===== src/rtl/gpio_pad_pkg.sv =====
// -----------------------------------------------------------------------------
// gpio_pad_pkg
// Shared definitions for the GPIO pad controller:
//   - register offsets (word index taken from iomem_addr[4:2])
//   - output-driver release sequencer states
//   - group_mask(): the pins belonging to one release group
// -----------------------------------------------------------------------------
package gpio_pad_pkg;

   localparam logic [2:0] REG_DOUT  = 3'd0;
   localparam logic [2:0] REG_OE    = 3'd1;
   localparam logic [2:0] REG_PULL  = 3'd2;
   localparam logic [2:0] REG_IN    = 3'd3;
   localparam logic [2:0] REG_IEN   = 3'd4;
   localparam logic [2:0] REG_ISTAT = 3'd5;

   typedef enum logic [1:0] {
      HOLD  = 2'd0,
      STAGE = 2'd1,
      RUN   = 2'd2
   } seq_state_t;

   // Pins [g*group .. g*group+group-1], clipped to n_pins, so the last group
   // may be partial.
   function automatic logic [15:0] group_mask(input int n_pins, input int group,
                                              input int g);
      logic [15:0] m;
      m = '0;
      for (int i = 0; i < 16; i++) begin
         if ((i < n_pins) && ((i / group) == g)) m[i] = 1'b1;
      end
      return m;
   endfunction

endpackage


===== src/rtl/gpio_pad_sync.sv =====
// -----------------------------------------------------------------------------
// gpio_pad_sync
// Two-flop synchroniser for a vector of asynchronous pad inputs, plus a
// one-cycle rising-edge pulse derived from the synchronised value.
// Ports:
//   clk     in   1      system clock
//   resetn  in   1      asynchronous active-low reset (all flops to 0)
//   d_async in   WIDTH  asynchronous pad inputs
//   q_sync  out  WIDTH  synchronised inputs
//   rise    out  WIDTH  q_sync=1 while its previous value was 0
// -----------------------------------------------------------------------------
module gpio_pad_sync
   import gpio_pad_pkg::*;
#(
   parameter int WIDTH = 16
) (
   input  logic             clk,
   input  logic             resetn,
   input  logic [WIDTH-1:0] d_async,
   output logic [WIDTH-1:0] q_sync,
   output logic [WIDTH-1:0] rise
);

   logic [WIDTH-1:0] meta_q, meta_d;
   logic [WIDTH-1:0] sync_q, sync_d;
   logic [WIDTH-1:0] prev_q, prev_d;

   always_comb begin
      meta_d = d_async;
      sync_d = meta_q;
      prev_d = sync_q;
   end

   always_ff @(posedge clk or negedge resetn) begin
      if (!resetn) begin
         meta_q <= '0;
         sync_q <= '0;
         prev_q <= '0;
      end else begin
         meta_q <= meta_d;
         sync_q <= sync_d;
         prev_q <= prev_d;
      end
   end

   assign q_sync = sync_q;
   assign rise   = sync_q & ~prev_q;

endmodule


===== src/rtl/gpio_pad_ctrl.sv =====
// -----------------------------------------------------------------------------
// gpio_pad_ctrl
// Register-mapped controller for N_PINS bidirectional pads on the picorv32
// iomem bus. Drives pad A/EN/PUEN/PDEN from registers, synchronises pad Y,
// latches rising edges as interrupts and, after reset, releases output
// drivers group by group to limit simultaneous switching.
// Ports:
//   clk, resetn            clock, asynchronous active-low reset
//   iomem_valid/ready      request (already address-decoded) / 1-cycle ack
//   iomem_wstrb            byte write strobes, 0 = read
//   iomem_addr             byte address, [4:2] selects the register
//   iomem_wdata/rdata      write data / read data (valid while ready=1)
//   pad_a, pad_en          pad output data / tristate (0 = drive)
//   pad_puen, pad_pden     pull-up / pull-down controls (0 = on)
//   pad_y                  asynchronous pad inputs
//   irq                    |(IRQ_STAT & IRQ_EN), registered
//   seq_done               all driver groups released
// -----------------------------------------------------------------------------
module gpio_pad_ctrl
   import gpio_pad_pkg::*;
#(
   parameter int          N_PINS       = 16,
   parameter int          GROUP        = 4,
   parameter int          HOLD_CYCLES  = 16,
   parameter int          STAGE_CYCLES = 8,
   parameter logic [15:0] PD_RST       = 16'hFFFF
) (
   input  logic              clk,
   input  logic              resetn,
   input  logic              iomem_valid,
   output logic              iomem_ready,
   input  logic [3:0]        iomem_wstrb,
   input  logic [4:0]        iomem_addr,
   input  logic [31:0]       iomem_wdata,
   output logic [31:0]       iomem_rdata,
   output logic [N_PINS-1:0] pad_a,
   output logic [N_PINS-1:0] pad_en,
   output logic [N_PINS-1:0] pad_puen,
   output logic [N_PINS-1:0] pad_pden,
   input  logic [N_PINS-1:0] pad_y,
   output logic              irq,
   output logic              seq_done
);

   localparam int N_GROUPS = (N_PINS + GROUP - 1) / GROUP;
   localparam int G_W      = (N_GROUPS > 1) ? $clog2(N_GROUPS) : 1;
   localparam int CNT_MAX  = (HOLD_CYCLES > STAGE_CYCLES) ? HOLD_CYCLES : STAGE_CYCLES;
   localparam int CNT_W    = $clog2(CNT_MAX + 1);

   typedef logic [N_PINS-1:0] pins_t;

   logic        ready_q, ready_d;
   logic [31:0] rdata_q, rdata_d;
   pins_t       dout_q, dout_d;
   pins_t       oe_q, oe_d;
   pins_t       pu_q, pu_d;
   pins_t       pd_q, pd_d;
   pins_t       ien_q, ien_d;
   pins_t       istat_q, istat_d;
   logic        irq_q, irq_d;

   seq_state_t       state_q, state_d;
   logic [CNT_W-1:0] cnt_q, cnt_d;
   logic [G_W-1:0]   grp_q, grp_d;
   pins_t            rel_q, rel_d;
   logic             seq_done_q, seq_done_d;

   pins_t pad_a_q, pad_a_d;
   pins_t pad_en_q, pad_en_d;
   pins_t pad_puen_q, pad_puen_d;
   pins_t pad_pden_q, pad_pden_d;

   pins_t       in_w, rise_w;
   logic        acc, wr;
   logic [2:0]  sel;
   logic [31:0] be32, rd_mux;
   pins_t       be_lo, be_hi, wd_lo, wd_hi;
   logic [15:0] grp_mask;
   logic        unused_bits;

   gpio_pad_sync #(.WIDTH(N_PINS)) u_sync (
      .clk     (clk),
      .resetn  (resetn),
      .d_async (pad_y),
      .q_sync  (in_w),
      .rise    (rise_w)
   );

   // Bus decode. A request is accepted only while ready is low, which gives
   // the mandatory idle cycle between back-to-back accesses.
   always_comb begin
      acc   = iomem_valid & ~ready_q;
      wr    = acc & (|iomem_wstrb);
      sel   = iomem_addr[4:2];
      be32  = {{8{iomem_wstrb[3]}}, {8{iomem_wstrb[2]}},
               {8{iomem_wstrb[1]}}, {8{iomem_wstrb[0]}}};
      be_lo = be32[N_PINS-1:0];
      be_hi = be32[16 +: N_PINS];
      wd_lo = iomem_wdata[N_PINS-1:0];
      wd_hi = iomem_wdata[16 +: N_PINS];
   end

   // Read mux sees the pre-write register state.
   always_comb begin
      rd_mux = 32'h0;
      case (sel)
         REG_DOUT:  rd_mux = 32'(dout_q);
         REG_OE:    rd_mux = 32'(oe_q);
         REG_PULL:  rd_mux = {16'(pd_q), 16'(pu_q)};
         REG_IN:    rd_mux = 32'(in_w);
         REG_IEN:   rd_mux = 32'(ien_q);
         REG_ISTAT: rd_mux = 32'(istat_q);
         default:   rd_mux = 32'h0;
      endcase
   end

   always_comb begin
      ready_d = acc;
      rdata_d = acc ? rd_mux : 32'h0;
      dout_d  = dout_q;
      oe_d    = oe_q;
      pu_d    = pu_q;
      pd_d    = pd_q;
      ien_d   = ien_q;
      istat_d = istat_q;
      if (wr) begin
         case (sel)
            REG_DOUT:  dout_d  = (dout_q & ~be_lo) | (wd_lo & be_lo);
            REG_OE:    oe_d    = (oe_q   & ~be_lo) | (wd_lo & be_lo);
            REG_PULL: begin
               pu_d = (pu_q & ~be_lo) | (wd_lo & be_lo);
               pd_d = (pd_q & ~be_hi) | (wd_hi & be_hi);
            end
            REG_IEN:   ien_d   = (ien_q  & ~be_lo) | (wd_lo & be_lo);
            REG_ISTAT: istat_d = istat_q & ~(wd_lo & be_lo);
            default:   ;
         endcase
      end
      // Applied after the W1C so a new edge wins over a simultaneous clear.
      istat_d = istat_d | rise_w;
      irq_d   = |(istat_q & ien_q);
   end

   // Driver release sequencer: hold all drivers off, then OR one group into
   // rel_mask on entering STAGE and every STAGE_CYCLES after that.
   always_comb begin
      state_d    = state_q;
      cnt_d      = cnt_q;
      grp_d      = grp_q;
      rel_d      = rel_q;
      seq_done_d = seq_done_q;
      grp_mask   = group_mask(N_PINS, GROUP, int'(grp_q));
      case (state_q)
         HOLD: begin
            if (cnt_q == CNT_W'(HOLD_CYCLES - 1)) begin
               state_d = STAGE;
               cnt_d   = '0;
               grp_d   = '0;
               rel_d   = '0;
            end else begin
               cnt_d = cnt_q + 1'b1;
            end
         end
         STAGE: begin
            if (cnt_q == '0) begin
               rel_d = rel_q | grp_mask[N_PINS-1:0];
               cnt_d = CNT_W'(STAGE_CYCLES - 1);
               if (grp_q == G_W'(N_GROUPS - 1)) begin
                  state_d    = RUN;
                  rel_d      = '1;
                  seq_done_d = 1'b1;
               end else begin
                  grp_d = grp_q + 1'b1;
               end
            end else begin
               cnt_d = cnt_q - 1'b1;
            end
         end
         RUN: begin
            rel_d      = '1;
            seq_done_d = 1'b1;
         end
         default: state_d = HOLD;
      endcase
   end

   // Pad outputs are registered; pull-up takes priority over pull-down.
   always_comb begin
      pad_a_d    = dout_q;
      pad_en_d   = ~(oe_q & rel_q);
      pad_puen_d = ~pu_q;
      pad_pden_d = ~(pd_q & ~pu_q);
   end

   always_ff @(posedge clk or negedge resetn) begin
      if (!resetn) begin
         ready_q    <= 1'b0;
         rdata_q    <= 32'h0;
         dout_q     <= '0;
         oe_q       <= '0;
         pu_q       <= '0;
         pd_q       <= PD_RST[N_PINS-1:0];
         ien_q      <= '0;
         istat_q    <= '0;
         irq_q      <= 1'b0;
         state_q    <= HOLD;
         cnt_q      <= '0;
         grp_q      <= '0;
         rel_q      <= '0;
         seq_done_q <= 1'b0;
         pad_a_q    <= '0;
         pad_en_q   <= '1;
         pad_puen_q <= '1;
         pad_pden_q <= ~PD_RST[N_PINS-1:0];
      end else begin
         ready_q    <= ready_d;
         rdata_q    <= rdata_d;
         dout_q     <= dout_d;
         oe_q       <= oe_d;
         pu_q       <= pu_d;
         pd_q       <= pd_d;
         ien_q      <= ien_d;
         istat_q    <= istat_d;
         irq_q      <= irq_d;
         state_q    <= state_d;
         cnt_q      <= cnt_d;
         grp_q      <= grp_d;
         rel_q      <= rel_d;
         seq_done_q <= seq_done_d;
         pad_a_q    <= pad_a_d;
         pad_en_q   <= pad_en_d;
         pad_puen_q <= pad_puen_d;
         pad_pden_q <= pad_pden_d;
      end
   end

   // Address byte-offset bits and, for narrow configurations, upper data
   // bits have no function.
   assign unused_bits = ^{iomem_addr[1:0], iomem_wdata, be32, grp_mask};

   assign iomem_ready = ready_q;
   assign iomem_rdata = rdata_q;
   assign pad_a       = pad_a_q;
   assign pad_en      = pad_en_q;
   assign pad_puen    = pad_puen_q;
   assign pad_pden    = pad_pden_q;
   assign irq         = irq_q;
   assign seq_done    = seq_done_q;

endmodule


===== config.mk =====
export PLATFORM = sky130hd
export DESIGN_NAME = gpio_pad_ctrl
export DESIGN_NICKNAME = d
export VERILOG_FILES = /design/src/rtl/gpio_pad_pkg.sv /design/src/rtl/gpio_pad_sync.sv /design/src/rtl/gpio_pad_ctrl.sv
export SDC_FILE = /design/constraint.sdc
export NUM_CORES = 1
export LEC_CHECK = 0
export ABC_AREA = 1
export BUFFER_PORTS_ARGS = -buffer_cell sky130_fd_sc_hd__buf_2
export CORE_ASPECT_RATIO = 0.9
export CORE_MARGIN = 2
export CORE_UTILIZATION = 40
export DETAILED_ROUTE_END_ITERATION = 16
export PLACE_DENSITY_LB_ADDON = 0.1
export SKIP_CTS_REPAIR_TIMING = 1
export SYNTH_ARGS = -nofsm -noshare
export SYNTH_HDL_FRONTEND = slang
export SYNTH_HIERARCHICAL = 1
export SYNTH_SLANG_ARGS = --single-unit

===== constraint.sdc =====
create_clock -name clk -period 2 [get_ports clk]
set_clock_uncertainty 0.05 [all_clocks]
set_input_delay 0.3 -clock clk [delete_from_list [all_inputs] [get_ports clk]]
set_output_delay 0.3 -clock clk [all_outputs]
set_load 0.03 [all_outputs]

# Word level (Yosys, flattened, before mapping)

Index checks and enable logic that the tools add are counted.

Add/sub/neg operators: 3
Bitwise gates (word level): 30
Equality and inequality tests: 16
Reduce and logical (&&, ||, !) cells: 17
Multiplexer cells: 26

Operators by type and width:

| operator              | count |
|---|---|
| $and A16 B16 Y16      | 12 |
| $pmux W32 S6          | 1 |
| $not A16 Y16          | 7 |
| $or A16 B16 Y16       | 7 |
| $mux W16              | 5 |
| $pmux W16 S3          | 1 |
| $mux W32              | 1 |
| $reduce_or A16 Y1     | 1 |
| $mux W2               | 6 |
| $mux W5               | 2 |
| $pmux W5 S2           | 1 |
| $ne A2 B2 Y1 const B  | 4 |
| $reduce_and A2 Y1     | 4 |
| $reduce_and A4 Y1     | 2 |
| $eq A3 B2 Y1 const B  | 2 |
| $eq A3 B3 Y1 const B  | 2 |
| $mux W1               | 6 |
| $pmux W2 S3           | 1 |
| $reduce_and A3 Y1     | 2 |
| $add A5 B1 Y5 const B | 1 |
| $eq A5 B4 Y1 const B  | 1 |
| $logic_not A5 Y1      | 1 |
| $sub A5 B1 Y5 const B | 1 |
| $eq A2 B2 Y1 const A  | 2 |
| 14 further kinds      | 19 |

Logic and storage cells: 113
Output and inout port bits: 99
Bits in registers: 268
Bits of input ports: 60

# Longest topological paths before layout

Depth in word-level cells: 6
Mapped depth: 10
Mapped depth without buffers: 9

# Hierarchy

The synthesis kept the hierarchy.

Modules (own cells, without submodules):

| module        | instances | cells each | seq. area each (um^2) | area an instance (um^2) |
|---|---|---|---|---|
| gpio_pad_ctrl | 1         | 994        | 5565.3                | 9003.6 |
| gpio_pad_sync | 1         | 80         | 1201.2                | 1361.3 |

# Worst setup path before layout

Ideal clock, no wire load.

Path kind: register -> register
From: reg ready_q (netlist: iomem_ready)
To: reg (tool-made name)
Clock period less this slack: 1.648 ns
Setup slack: 0.352 ns
Buffers on the path: 2
Required time: 1.828 ns
Arrival: 1.476 ns
Cell stages (with the launch flop): 9
Setup time: 0.122 ns
Cells stage by stage: dfrtp_1 nor2_1 nand2_4 nor2_2 buf_6 nand2_2 buf_6 nand2_1 o21ai_1

RTL lines:

| item                     | RTL line             | source |
|---|---|---|
| start: declaration       | gpio_pad_ctrl.sv:52  | `logic ready_q, ready_d;` |
| start signal: assignment | gpio_pad_ctrl.sv:216 | `ready_q <= ready_d;` |

==> flow_summary_export.csv <==
group,metric,value,unit
final_layout,fillCellCount,2377,
floorplan,fp.dieArea,27200,um2
logic_synthesis,synth_cell_types,29,
critical_path,start_kind,"flip-flop",
sta,worst_slack,0.205,ns
final_layout,layout-drive-gt1-share,24.4,%
placement,dpl_worst_slack,-0.169,ns
drt,ant_nets,0,
sta,maxSlewViolCount,0,
clock_network,cts_tree,"built",
critical_path,regToRegStartpoint,"iomem_ready",
final_layout,nets,1357,
floorplan,rows,55,
sta,finalCritPeriodShare,89.7,%
clock_network,clockBufferDepth,3,
logic_synthesis,yosys_warnings,6,
status,status,"complete, but fails checks",
sta,hold_violations,2,
floorplan,initial_core_util,40.9,%
logic_synthesis,seq_area_frac_synth,65.3,%
drt,firstDrtPassIters,4,
power,finalPower,14000,uW
sta,slew_headroom,60.7,%
power,power_density,1080,nW/um2
logic_synthesis,ys_seq_elements,268,
final_layout,syn_to_final_growth,25.3,%
critical_path,worstSetupEndpointType,"flip-flop",
min_path,worstHoldPathCells,4,
floorplan,die_h,157,um
drt,num_vias,7718,
critical_path,critPathArrivalTime,2.17,ns
sta,fmax,0.557,GHz
placement,place.gp.congestion,0.794,
drt,wl,25.9,mm
grt,grt.overflow.total,0,
critical_path,path_class,"flip-flop to flip-flop",
placement,dp_hpwl,17.9,mm
min_path,hold_start,"iomem_wdata[2]",
status,violations,"negative hold slack",
critical_path,path_max_fanout,20,
clock_network,cts_buffers,28,
grt,grt_max_degree,61,
clock_network,cts_htree_levels,1,
sta,rsz0062_at_grt,"yes",
floorplan,pin_count,159,
clock_network,cts.sinks,268,
placement,port_buffers,156,
logic_synthesis,synthesis.area,10400,um2
min_path,min_to,"istat_q[2]",
clock_network,cts.clk_slew.worst_paths,0.06,ns
final_layout,fin_util,51.3,%
clock_network,clk-insertion-delay-late,0.55,ns
grt,grt_pass1_vias,7513,
grt,grt_use_total,19.5,%
power,ir_worst_vdd,0.556,mV
sta,layout_min_cycle_time,1.79,ns
critical_path,rrSetupSlack,0.21,ns
grt,antenna_found_initial,2,
min_path,hp-class,"input port to flip-flop",
clock_network,root_buffer,"clkbuf_16",
floorplan,core_area,25300,um2
sta,worst_pin_slew,0.589,ns
critical_path,required,2.37,ns
logic_synthesis,syn_avg_cell_area,9.65,um2
sta,hold_ws,-0.00312,ns
drt,route.detailed.drc,0,
drt,wl_per_cell,15.7,um
drt,dr.first_iter.drc_count,481,
power,leakagePower,0.00645,uW
floorplan,die_x,174,um
sta,finalSetupViolations,0,
run,maxCapViolations,0,
critical_path,r2r_cells,6,
drt,drt-vias-per-instance,4.66,
grt,grt_pass1_wl,41.7,mm
logic_synthesis,synthesis.nets,1141,
logic_synthesis,syn_inst,1074,
critical path, stage by stage, from the launching register on:
cell and delay [ns]:
dfrtp_1 0.39, nor2_2 0.20, nand2_4 0.08, nor2_4 0.42, nand2_2 0.33, nand2_1 0.13, o21ai_1 0.07
report_power, final:
part | internal [uW] | switching (uW)
Combinational | 638 | 1480
Sequential | 6290 | 400
Clock | 3100 | 2140
layer usage:
| metal | global-route usage [%] | up-vias | wire length (um) |
|---|---|---|---|
| met5 | 0 | - | 16 |
| met4 | 5.48 | 2 | 573 |
| met3 | 4.81 | 42 | 1810 |
| met2 | 28.6 | 219 | 11100 |
| met1 | 28.7 | 3644 | 12400 |
| li1 | - | 3811 | - |
metrics by stage:
stage                     cell area [um2]  hold WS, ns  std cells  setup TNS (ns)
after CTS                           12600       -0.372       1620           -1.95
after detailed placement            11700        0.197       1568           -2.71
after global routing                13000      0.00385       1654         -0.0150
after floorplan                     10400      -0.0456       1074               0
after global placement              11700        0.197       1568           -1.33
final                               13000     -0.00312       1655               0
worst max-delay path by stage:
stage | start | to | cells after the start
2_1_floorplan | iomem_ready | flip-flop | 8
3_3_place_gp | iomem_wstrb[0] | flip-flop | 8
3_5_place_dp | iomem_wstrb[1] | flip-flop | 8
4_1_cts | iomem_ready | flip-flop | 6
5_1_grt | iomem_ready | flip-flop | 6
6_report | iomem_ready | flip-flop | 6
cell type report:
| class | count | area (um2) | area share [%] |
|---|---|---|---|
| Sequential cell | 268 | 6770 | 52.1 |
| Multi-Input combinational cell | 647 | 2930 | 22.6 |
| Timing Repair Buffer | 227 | 1470 | 11.3 |
| Clock buffer | 40 | 816 | 6.28 |
| Inverter | 118 | 443 | 3.41 |
| Tap cell | 342 | 428 | 3.30 |
| Clock inverter | 12 | 126 | 0.973 |
| Antenna cell | 1 | 2.50 | 0.0193 |
kinds of logic after synthesis:
kind of cell	synth area share (%)
buffers and inverters	6.49
adders and majority gates	0.845
xor gates and xnor gates	0.0845
and+or+nand+nor	20.2
AOI/OAI and AO/OA	7.12
DFF	65.3
Yosys cell counts, drive strengths merged:
cell    number  area (um2)
buf         32         196
dfrtp      220        5510
a31o         1        8.76
o21bai       4        30.0
clkbuf       9        33.8
ha           7        87.6
dfstp       48        1260
a31oi        1        6.26
nor2        71         322
nor3         9        56.3
inv        118         443
nand3       56         280
a21oi       23         115
o211ai       1        7.51
nand4       23         156
xor2         1        8.76
nand2      336        1280
o21ai      114         571
layout by cell type, fill, tap and decap left out, types with 28 or more instances in the layout:
| cell | Yosys | layout |
|---|---|---|
| nand2_1 | 332 | 332 |
| o21ai_1 | 49 | 49 |
| dfrtp_1 | 220 | 220 |
| nand3_1 | 56 | 56 |
| buf_4 | 8 | 33 |
| nor2_1 | 51 | 50 |
| inv_1 | 116 | 116 |
| clkbuf_16 | 0 | 28 |
| buf_2 | 19 | 155 |
| o21ai_0 | 65 | 65 |
| dlygate4sd3_1 | 0 | 33 |
| dfstp_2 | 48 | 48 |
(Power assumes the default switching activity.)
